[config.mk]
export PLATFORM = sky130hd
export DESIGN_NAME = fifo_uart_tx
export DESIGN_NICKNAME = d
export VERILOG_FILES = /design/src/rtl/fifo_uart_tx.sv
export SDC_FILE = /design/constraint.sdc
export NUM_CORES = 1
export LEC_CHECK = 0
export CAP_MARGIN = 15
export CORE_UTILIZATION = 53
export DETAILED_ROUTE_END_ITERATION = 6
export PLACE_DENSITY = 0.78
export SLEW_MARGIN = 20
export SYNTH_ARGS = -nofsm -noshare
export SYNTH_HDL_FRONTEND = slang
export SYNTH_SLANG_ARGS = --single-unit
[constraint.sdc]
create_clock -name clk -period 1.95 [get_ports clk]
set_input_delay 0.4875 -clock clk [delete_from_list [all_inputs] [get_ports clk]]
set_output_delay 0.4875 -clock clk [all_outputs]
set_load 0.1 [all_outputs]
[src/rtl/fifo_uart_tx.sv]
// fifo_uart_tx: pops bytes from an upstream FIFO read port and serialises each
// one as an 8N1 UART frame (start bit, 8 data bits LSB first, stop bit).
// Every bit is held for CLKS_PER_BIT clock cycles.
// Optional feature: define UART_TX_PARITY_EN to insert an even-parity bit
// between the last data bit and the stop bit, giving 8E1 frames.

module fifo_uart_tx #(
    parameter int CLKS_PER_BIT = 16
) (
    input  logic       clk,
    input  logic       rst_n,
    input  logic       fifo_empty,
    input  logic [7:0] fifo_rdata,
    output logic       fifo_rinc,
    output logic       tx,
    output logic       busy,
    output logic       tx_done
);

    localparam int BAUD_W = $clog2(CLKS_PER_BIT);
    localparam logic [BAUD_W-1:0] BAUD_LAST = BAUD_W'(CLKS_PER_BIT - 1);

`ifdef UART_TX_PARITY_EN
    typedef enum logic [2:0] {
        IDLE   = 3'd0,
        FETCH  = 3'd1,
        START  = 3'd2,
        DATA   = 3'd3,
        PARITY = 3'd4,
        STOP   = 3'd5
    } state_t;
`else
    typedef enum logic [2:0] {
        IDLE  = 3'd0,
        FETCH = 3'd1,
        START = 3'd2,
        DATA  = 3'd3,
        STOP  = 3'd4
    } state_t;
`endif

    state_t            state;
    state_t            state_next;
    logic              armed;
    logic [BAUD_W-1:0] baud_cnt;
    logic [BAUD_W-1:0] baud_next;
    logic [2:0]        bit_idx;
    logic [2:0]        bit_next;
    logic [7:0]        shift_reg;
    logic [7:0]        shift_next;
    logic              tx_next;
    logic              bit_end;
`ifdef UART_TX_PARITY_EN
    logic              parity_reg;
    logic              parity_next;
`endif

    // The last cycle of every serial bit is where the FSM advances.
    assign bit_end = (baud_cnt == BAUD_LAST);
    assign busy    = (state != IDLE);

    // State register. 'armed' keeps fifo_rinc low until the first clock edge
    // after reset releases, so a pop can never coincide with reset removal.
    always_ff @(posedge clk or negedge rst_n) begin
        if (!rst_n) begin
            state <= IDLE;
            armed <= 1'b0;
        end else begin
            state <= state_next;
            armed <= 1'b1;
        end
    end

    // Datapath registers: baud/bit counters, shift register and the serial line.
    always_ff @(posedge clk or negedge rst_n) begin
        if (!rst_n) begin
            baud_cnt   <= '0;
            bit_idx    <= '0;
            shift_reg  <= '0;
            tx         <= 1'b1;
`ifdef UART_TX_PARITY_EN
            parity_reg <= 1'b0;
`endif
        end else begin
            baud_cnt   <= baud_next;
            bit_idx    <= bit_next;
            shift_reg  <= shift_next;
            tx         <= tx_next;
`ifdef UART_TX_PARITY_EN
            parity_reg <= parity_next;
`endif
        end
    end

    // Next-state, counter and output decode; tx_next is derived from the state
    // being entered so the registered tx lines up with the state it belongs to.
    always_comb begin
        state_next  = state;
        baud_next   = baud_cnt;
        bit_next    = bit_idx;
        shift_next  = shift_reg;
        fifo_rinc   = 1'b0;
        tx_done     = 1'b0;
`ifdef UART_TX_PARITY_EN
        parity_next = parity_reg;
`endif

        case (state)
            IDLE: begin
                fifo_rinc = armed && !fifo_empty;
                if (fifo_rinc) begin
                    state_next = FETCH;
                end
            end

            FETCH: begin
                shift_next  = fifo_rdata;
                baud_next   = '0;
                bit_next    = '0;
`ifdef UART_TX_PARITY_EN
                parity_next = ^fifo_rdata;
`endif
                state_next  = START;
            end

            START: begin
                if (bit_end) begin
                    baud_next  = '0;
                    state_next = DATA;
                end else begin
                    baud_next = baud_cnt + 1'b1;
                end
            end

            DATA: begin
                if (bit_end) begin
                    baud_next  = '0;
                    shift_next = {1'b0, shift_reg[7:1]};
                    bit_next   = bit_idx + 3'd1;
                    if (bit_idx == 3'd7) begin
`ifdef UART_TX_PARITY_EN
                        state_next = PARITY;
`else
                        state_next = STOP;
`endif
                    end
                end else begin
                    baud_next = baud_cnt + 1'b1;
                end
            end

`ifdef UART_TX_PARITY_EN
            PARITY: begin
                if (bit_end) begin
                    baud_next  = '0;
                    state_next = STOP;
                end else begin
                    baud_next = baud_cnt + 1'b1;
                end
            end
`endif

            STOP: begin
                if (bit_end) begin
                    tx_done    = 1'b1;
                    baud_next  = '0;
                    state_next = IDLE;
                end else begin
                    baud_next = baud_cnt + 1'b1;
                end
            end

            default: begin
                state_next = IDLE;
                baud_next  = '0;
                bit_next   = '0;
            end
        endcase

        case (state_next)
            START:   tx_next = 1'b0;
            DATA:    tx_next = shift_next[0];
`ifdef UART_TX_PARITY_EN
            PARITY:  tx_next = parity_reg;
`endif
            default: tx_next = 1'b1;
        endcase
    end

endmodule

==> results.sh, run 1 <==
export IMPL_netlist_area_sq_mm=0.00109
export IMPL_critPathLaunchType="flop"
export IMPL_clk_latency_ps=300
export IMPL_ys_top_cells_by_area="dfrtp_1, o22ai_1, a21oi_1"
export IMPL_drc_errors=0
export IMPL_regArea_sq_um=503
export IMPL_cp_top_family="simple AND/OR/NAND/NOR gates"
export IMPL_dr_pass1_iters=4
export IMPL_avgSynthCellArea_sq_um=10.1
export IMPL_cts_made_buffers=3
export IMPL_ys_types=39
export IMPL_hpwl_mm=1.60
export IMPL_io_buffers=14
export IMPL_seq_area_frac_synth_pct=46.1
export IMPL_die_area_sq_mm=0.00224
export IMPL_grt_overflow_total=0
export IMPL_syn_inst=108
export IMPL_ios=15
export IMPL_max_cap_violations=0
export IMPL_setup_slack_ps=-163
export IMPL_max_clock_freq_mhz=473
export IMPL_ys_ff_latch=20
export IMPL_die_y_um=47.3
export IMPL_crit_chain="or2_4 > nor2_4 > inv_6 > nor3b_4 > buf_12"
export IMPL_clk_pin_slew_ps=120
export IMPL_drive_gt1_share_pct=29.2
export IMPL_grt_pass1_vias=887
export IMPL_die_w_um=47.3
export IMPL_synth_edf_count=0
export IMPL_cts_hold_buf=0
export IMPL_cp_max_fo=3
export IMPL_max_vdd_ir_drop_uv=1500
export IMPL_drt_iter0_drc=48
export IMPL_endpoint_kind="output pin"
export IMPL_required_ps=1460
export IMPL_cts_htree_levels=1
export IMPL_hold_viol=0
export IMPL_dpl_worst_slack_ps=64.3
export IMPL_multiInputGateArea_sq_um=529
export IMPL_core_sq_mm=0.00194
export IMPL_vias=936
export IMPL_critical_path_buf_inv_count=2
export IMPL_powerDensity_mw_per_mm2=1500
export IMPL_cts_buffer_depth=2
export IMPL_violations="negative setup slack"
export IMPL_ant_nets=0
export IMPL_rr_worst_depth=6
export IMPL_fin_crit_ps=2110
export IMPL_grt_pass1_wl_mm=3.86
export IMPL_regToRegStartpoint="baud_cnt[0]$_DFFE_PN0N_"
export IMPL_crit_type="flop to output pin"
export IMPL_yosysWarnings=0
export IMPL_synth_top_cell_by_area="dfrtp_1"
export IMPL_routedWlPerCell_um=14.9
export IMPL_syn2layout_area_growth_pct=32.2
export IMPL_ys_async_sr_fraction_pct=100
export IMPL_setup_viol=2
export IMPL_yosysTopAreaCellShare_pct=43.7
export IMPL_routed_via_density=5.71
export IMPL_final_cells=164
export IMPL_synth_most_common_cell="dfrtp_1"
export IMPL_synth_nets=122
export IMPL_cts_sinks=20
export IMPL_r2r_end="shift_reg[6]$_DFFE_PN0P_"
export IMPL_period_share_pct=108
export IMPL_power_leakage_uw=0.000639
export IMPL_rsz0062_at_grt="true"
export IMPL_cts_tree="built"
export IMPL_nNetsFinal=152
export IMPL_antenna_found_initial=0
export IMPL_start_util_pct=56.0
export IMPL_grt_usage_pct=24.8
export IMPL_grt_max_degree=21
export IMPL_slew_viol_final=0
export IMPL_nFillCells=143
export IMPL_largest_reg_flops=8
export IMPL_fp_row_count=16
export IMPL_drt_total_wl_mm=2.45
export IMPL_yosys_top_cells_count="dfrtp_1, o22ai_1, a21oi_1"
export IMPL_hp_class="input pin to async pin"
export IMPL_dp_cells=151
export IMPL_gp_congestion=0.884
export IMPL_max_stage_delay_ps=420
export IMPL_cts_root_buf="clkbuf_4"
export IMPL_diodes=0
export IMPL_total_power_uw=2150
export IMPL_finalClockSkew_ps=4.30
export IMPL_crit_arrival_ps=1630
export IMPL_slowest_stage="dfrtp_1"
export IMPL_ff2ff_setup_slack_ps=230
export IMPL_status="complete, but fails checks"
export IMPL_synth_ff_type="dfrtp_1"
export IMPL_final_core_util_pct=74.0
## what timing repair did
item	4_1_cts	5_1_grt
resized for setup	2	1
pin swaps	4	4
setup endpoints to repair	2	3
buffers inserted	4	5
## layout by cell type, fill, tap and decap left out, drive strengths merged, types with 2 or more instances in the layout
cell and n:
clkdlybuf4s50 10, nor2 8, a211o 4, buf 21, a22oi 4, ha 3
dfrtp 19, nand3 4, nor2b 2, o22ai 11, a21oi 8, o2bb2ai 2
nand2b 3, nand2 7, clkbuf 4, o21ai 7, inv 5
## power breakdown
part           internal, uW  switching [uW]
logic                   575             593
clock network           114             128
registers               593             150
## kinds of logic (layout without fill, tap and decap cells)
| family | Yosys count | count (layout) | share of synthesized area (%) |
|---|---|---|---|
| buffers and inverters | 11 | 40 | 5.87 |
| other | 1 | 1 | 0.345 |
| and+or+nand+nor | 29 | 29 | 15.9 |
| xor gates and xnor gates | 1 | 1 | 0.806 |
| adders and majority gates | 3 | 3 | 3.45 |
| DFF | 20 | 20 | 46.1 |
| AOI/OAI and AO/OA | 43 | 43 | 27.5 |
## cell type report
type,instances,share of cell area (%)
multi-input combinational,77,36.8
tap,27,2.35
sequential,20,35.0
clock buffer,4,2.52
timing repair buffer,31,21.7
inverter,5,1.65
## worst register-to-register path, stage by stage (launching register included)
cell and delay (ps):
dfrtp_1 450, ha_1 260, and3_1 260, buf_4 210
nand2_1 170, o22ai_1 180, a21oi_1 90
## metal layers
metal  GRT usage (%)  wire, um
met5               0         0
met4            8.57        13
met3            5.38       186
met2            37.8      1140
met1            34.7      1100
## per-stage QoR
stage          hold slack (ps)  cell area, sq um  setup TNS [ps]
2_1_floorplan              192              1090           -1110
3_3_place_gp               486              1320               0
3_5_place_dp               492              1320               0
4_1_cts                    518              1400            -252
5_1_grt                    537              1440            -447
6_report                   515              1440            -283
## worst max path at each step
stage | depth (start not counted) | endpoint | startpoint | slack [ps]
2_1_floorplan | 5 | fifo_rinc | state[0]$_DFF_PN0_ | -400
3_3_place_gp | 3 | fifo_rinc | fifo_empty | 90
3_5_place_dp | 3 | fifo_rinc | fifo_empty | 60
4_1_cts | 5 | fifo_rinc | state[1]$_DFF_PN0_ | -140
5_1_grt | 5 | fifo_rinc | state[1]$_DFF_PN0_ | -230
6_report | 5 | fifo_rinc | state[1]$_DFF_PN0_ | -160
(Power assumes the default switching activity.)
==> inputs of run 2 (changes only) <==
--- a/config.mk
+++ b/config.mk
@@ -7,6 +7,7 @@
 export LEC_CHECK = 0
 export CAP_MARGIN = 15
 export CORE_UTILIZATION = 53
+export CTS_BUF_LIST = sky130_fd_sc_hd__clkbuf_16
 export DETAILED_ROUTE_END_ITERATION = 6
 export PLACE_DENSITY = 0.78
 export SLEW_MARGIN = 20
==> run 2 against run 1 <==
The flow still finishes with violations (negative setup slack). Die area did not move. Register-to-register slack barely moved. Combinational power fell by 6%. Highest routed layer unchanged. Maximum frequency rose by 3.5%. Critical endpoint unchanged. Largest power group unchanged. Hold slack got worse by 12 ps. Critical path depth did not move. Non-clock buffer count fell by 3. Power rose by 5.4%. Sequential share of layout area fell by 0.39 points.
==> results.sh, run 2 (same netlist as run 1, synthesis figures left out) <==
export IMPL_cp_top_family="simple AND/OR/NAND/NOR gates"
export IMPL_regToRegStartpoint="baud_cnt[0]$_DFFE_PN0N_"
export IMPL_final_common_cell="dfrtp_1"
export IMPL_r2r_end="shift_reg[1]$_DFFE_PN0P_"
export IMPL_max_vdd_ir_drop_uv=1680
export IMPL_endpoint_kind="output pin"
export IMPL_nFillCells=137
export IMPL_ant_nets=0
export IMPL_nNetsFinal=149
export IMPL_powerDensity_mw_per_mm2=1560
export IMPL_rr_worst_depth=6
export IMPL_cts_tree="built"
export IMPL_fin_crit_ps=2040
export IMPL_power_leakage_uw=0.000643
export IMPL_dpl_worst_slack_ps=64.3
export IMPL_hold_viol=0
export IMPL_layout_common_cells="dfrtp_1, buf_4, o22ai_1"
export IMPL_cp_max_fo=3
export IMPL_fp_row_count=16
export IMPL_critical_path_buf_inv_count=2
export IMPL_diodes=0
export IMPL_die_y_um=47.3
export IMPL_grt_usage_pct=25.7
export IMPL_setup_viol=2
export IMPL_slowest_stage="dfrtp_1"
export IMPL_crit_arrival_ps=1550
export IMPL_grt_pass1_wl_mm=3.95
export IMPL_period_share_pct=105
export IMPL_grt_max_degree=21
export IMPL_crit_type="flop to output pin"
export IMPL_die_w_um=47.3
export IMPL_slew_viol_final=0
export IMPL_cts_buffer_depth=2
export IMPL_start_util_pct=56.0
export IMPL_max_stage_delay_ps=380
export IMPL_grt_overflow_total=0
export IMPL_largest_reg_flops=8
export IMPL_hold_end="shift_reg[3]$_DFFE_PN0P_"
export IMPL_max_clock_freq_mhz=490
export IMPL_required_ps=1460
export IMPL_die_area_sq_mm=0.00224
export IMPL_ff2ff_setup_slack_ps=240
export IMPL_cts_htree_levels=1
export IMPL_vias=965
export IMPL_cts_root_buf="clkbuf_16"
export IMPL_routed_via_density=5.99
export IMPL_holdPathStages=1
export IMPL_hpwl_mm=1.60
export IMPL_hp_class="flop to flop"
export IMPL_gp_congestion=0.884
export IMPL_cts_made_buffers=3
export IMPL_path_depth=5
export IMPL_antenna_found_initial=0
export IMPL_ios=15
export IMPL_clk_pin_slew_ps=60
export IMPL_drive_gt1_share_pct=26.9
export IMPL_drt_total_wl_mm=2.48
export IMPL_dr_pass1_iters=4
export IMPL_drc_errors=0
export IMPL_syn2layout_area_growth_pct=33.7
export IMPL_grt_pass1_vias=877
export IMPL_max_cap_violations=0
export IMPL_rsz0062_at_grt="true"
export IMPL_io_buffers=14
export IMPL_cts_sinks=20
export IMPL_finalClockSkew_ps=3.27
export IMPL_routedWlPerCell_um=15.4
export IMPL_crit_chain="or2_4 > nor2_4 > inv_6 > nor3b_4 > buf_12"
export IMPL_status="complete, but fails checks"
export IMPL_core_sq_mm=0.00194
export IMPL_setup_slack_ps=-90.9
export IMPL_fin_tns_setup_ps=-141
export IMPL_holdCritStartpoint="shift_reg[3]$_DFFE_PN0P_"
export IMPL_clk_latency_ps=250
export IMPL_critPathLaunchType="flop"
export IMPL_violations="negative setup slack"
export IMPL_drt_iter0_drc=50
export IMPL_final_core_util_pct=74.9
## run 2: cell type report
class	count	area (sq um)	share of cell area, %
multi-input cells	77	529	36.4
flip-flops and latches	20	503	34.6
repair buffers	28	285	19.6
clock buffers	3	75.1	5.16
well taps	27	33.8	2.32
inverters	5	23.8	1.64
clock inverters	1	3.75	0.258
## run 2: worst max path at each step
stage	slack [ps]	to	from
floorplan	-400	fifo_rinc	state[0]$_DFF_PN0_
global placement	90	fifo_rinc	fifo_empty
detailed placement	60	fifo_rinc	fifo_empty
CTS	-80	fifo_rinc	state[0]$_DFF_PN0_
global route	-130	fifo_rinc	state[0]$_DFF_PN0_
finish	-90	fifo_rinc	state[0]$_DFF_PN0_
## run 2: report_power, final
| part | internal, uW | switching [uW] |
|---|---|---|
| Clock | 273 | 156 |
| Combinational | 520 | 578 |
| Sequential | 595 | 148 |
| Total | 1390 | 881 |
## run 2: metrics by stage
step	area [sq um]	hold WS, ps	total power [uW]	instances
floorplan	1090	192	1530	108
global placement	1320	486	1770	151
detailed placement	1320	492	1800	151
CTS	1440	504	2260	159
global route	1450	527	2420	161
finish	1450	503	2270	161
## run 2: timing repair
item                                    CTS  global route
endpoints found under the setup margin    2             2
gates resized for setup                   2             0
hold buffers                              0             0
pin swaps                                 4             2
setup buffers                             4             2
## run 2: routing by layer
metal / part of all wire (%) / routed length [um] / track usage [%]
met1: 46 / 1130 / 36.1
met2: 48 / 1180 / 40.8
met3: 5.6 / 139 / 3.46
met4: 1.1 / 27 / 8.57
met5: 0 / 0 / 0
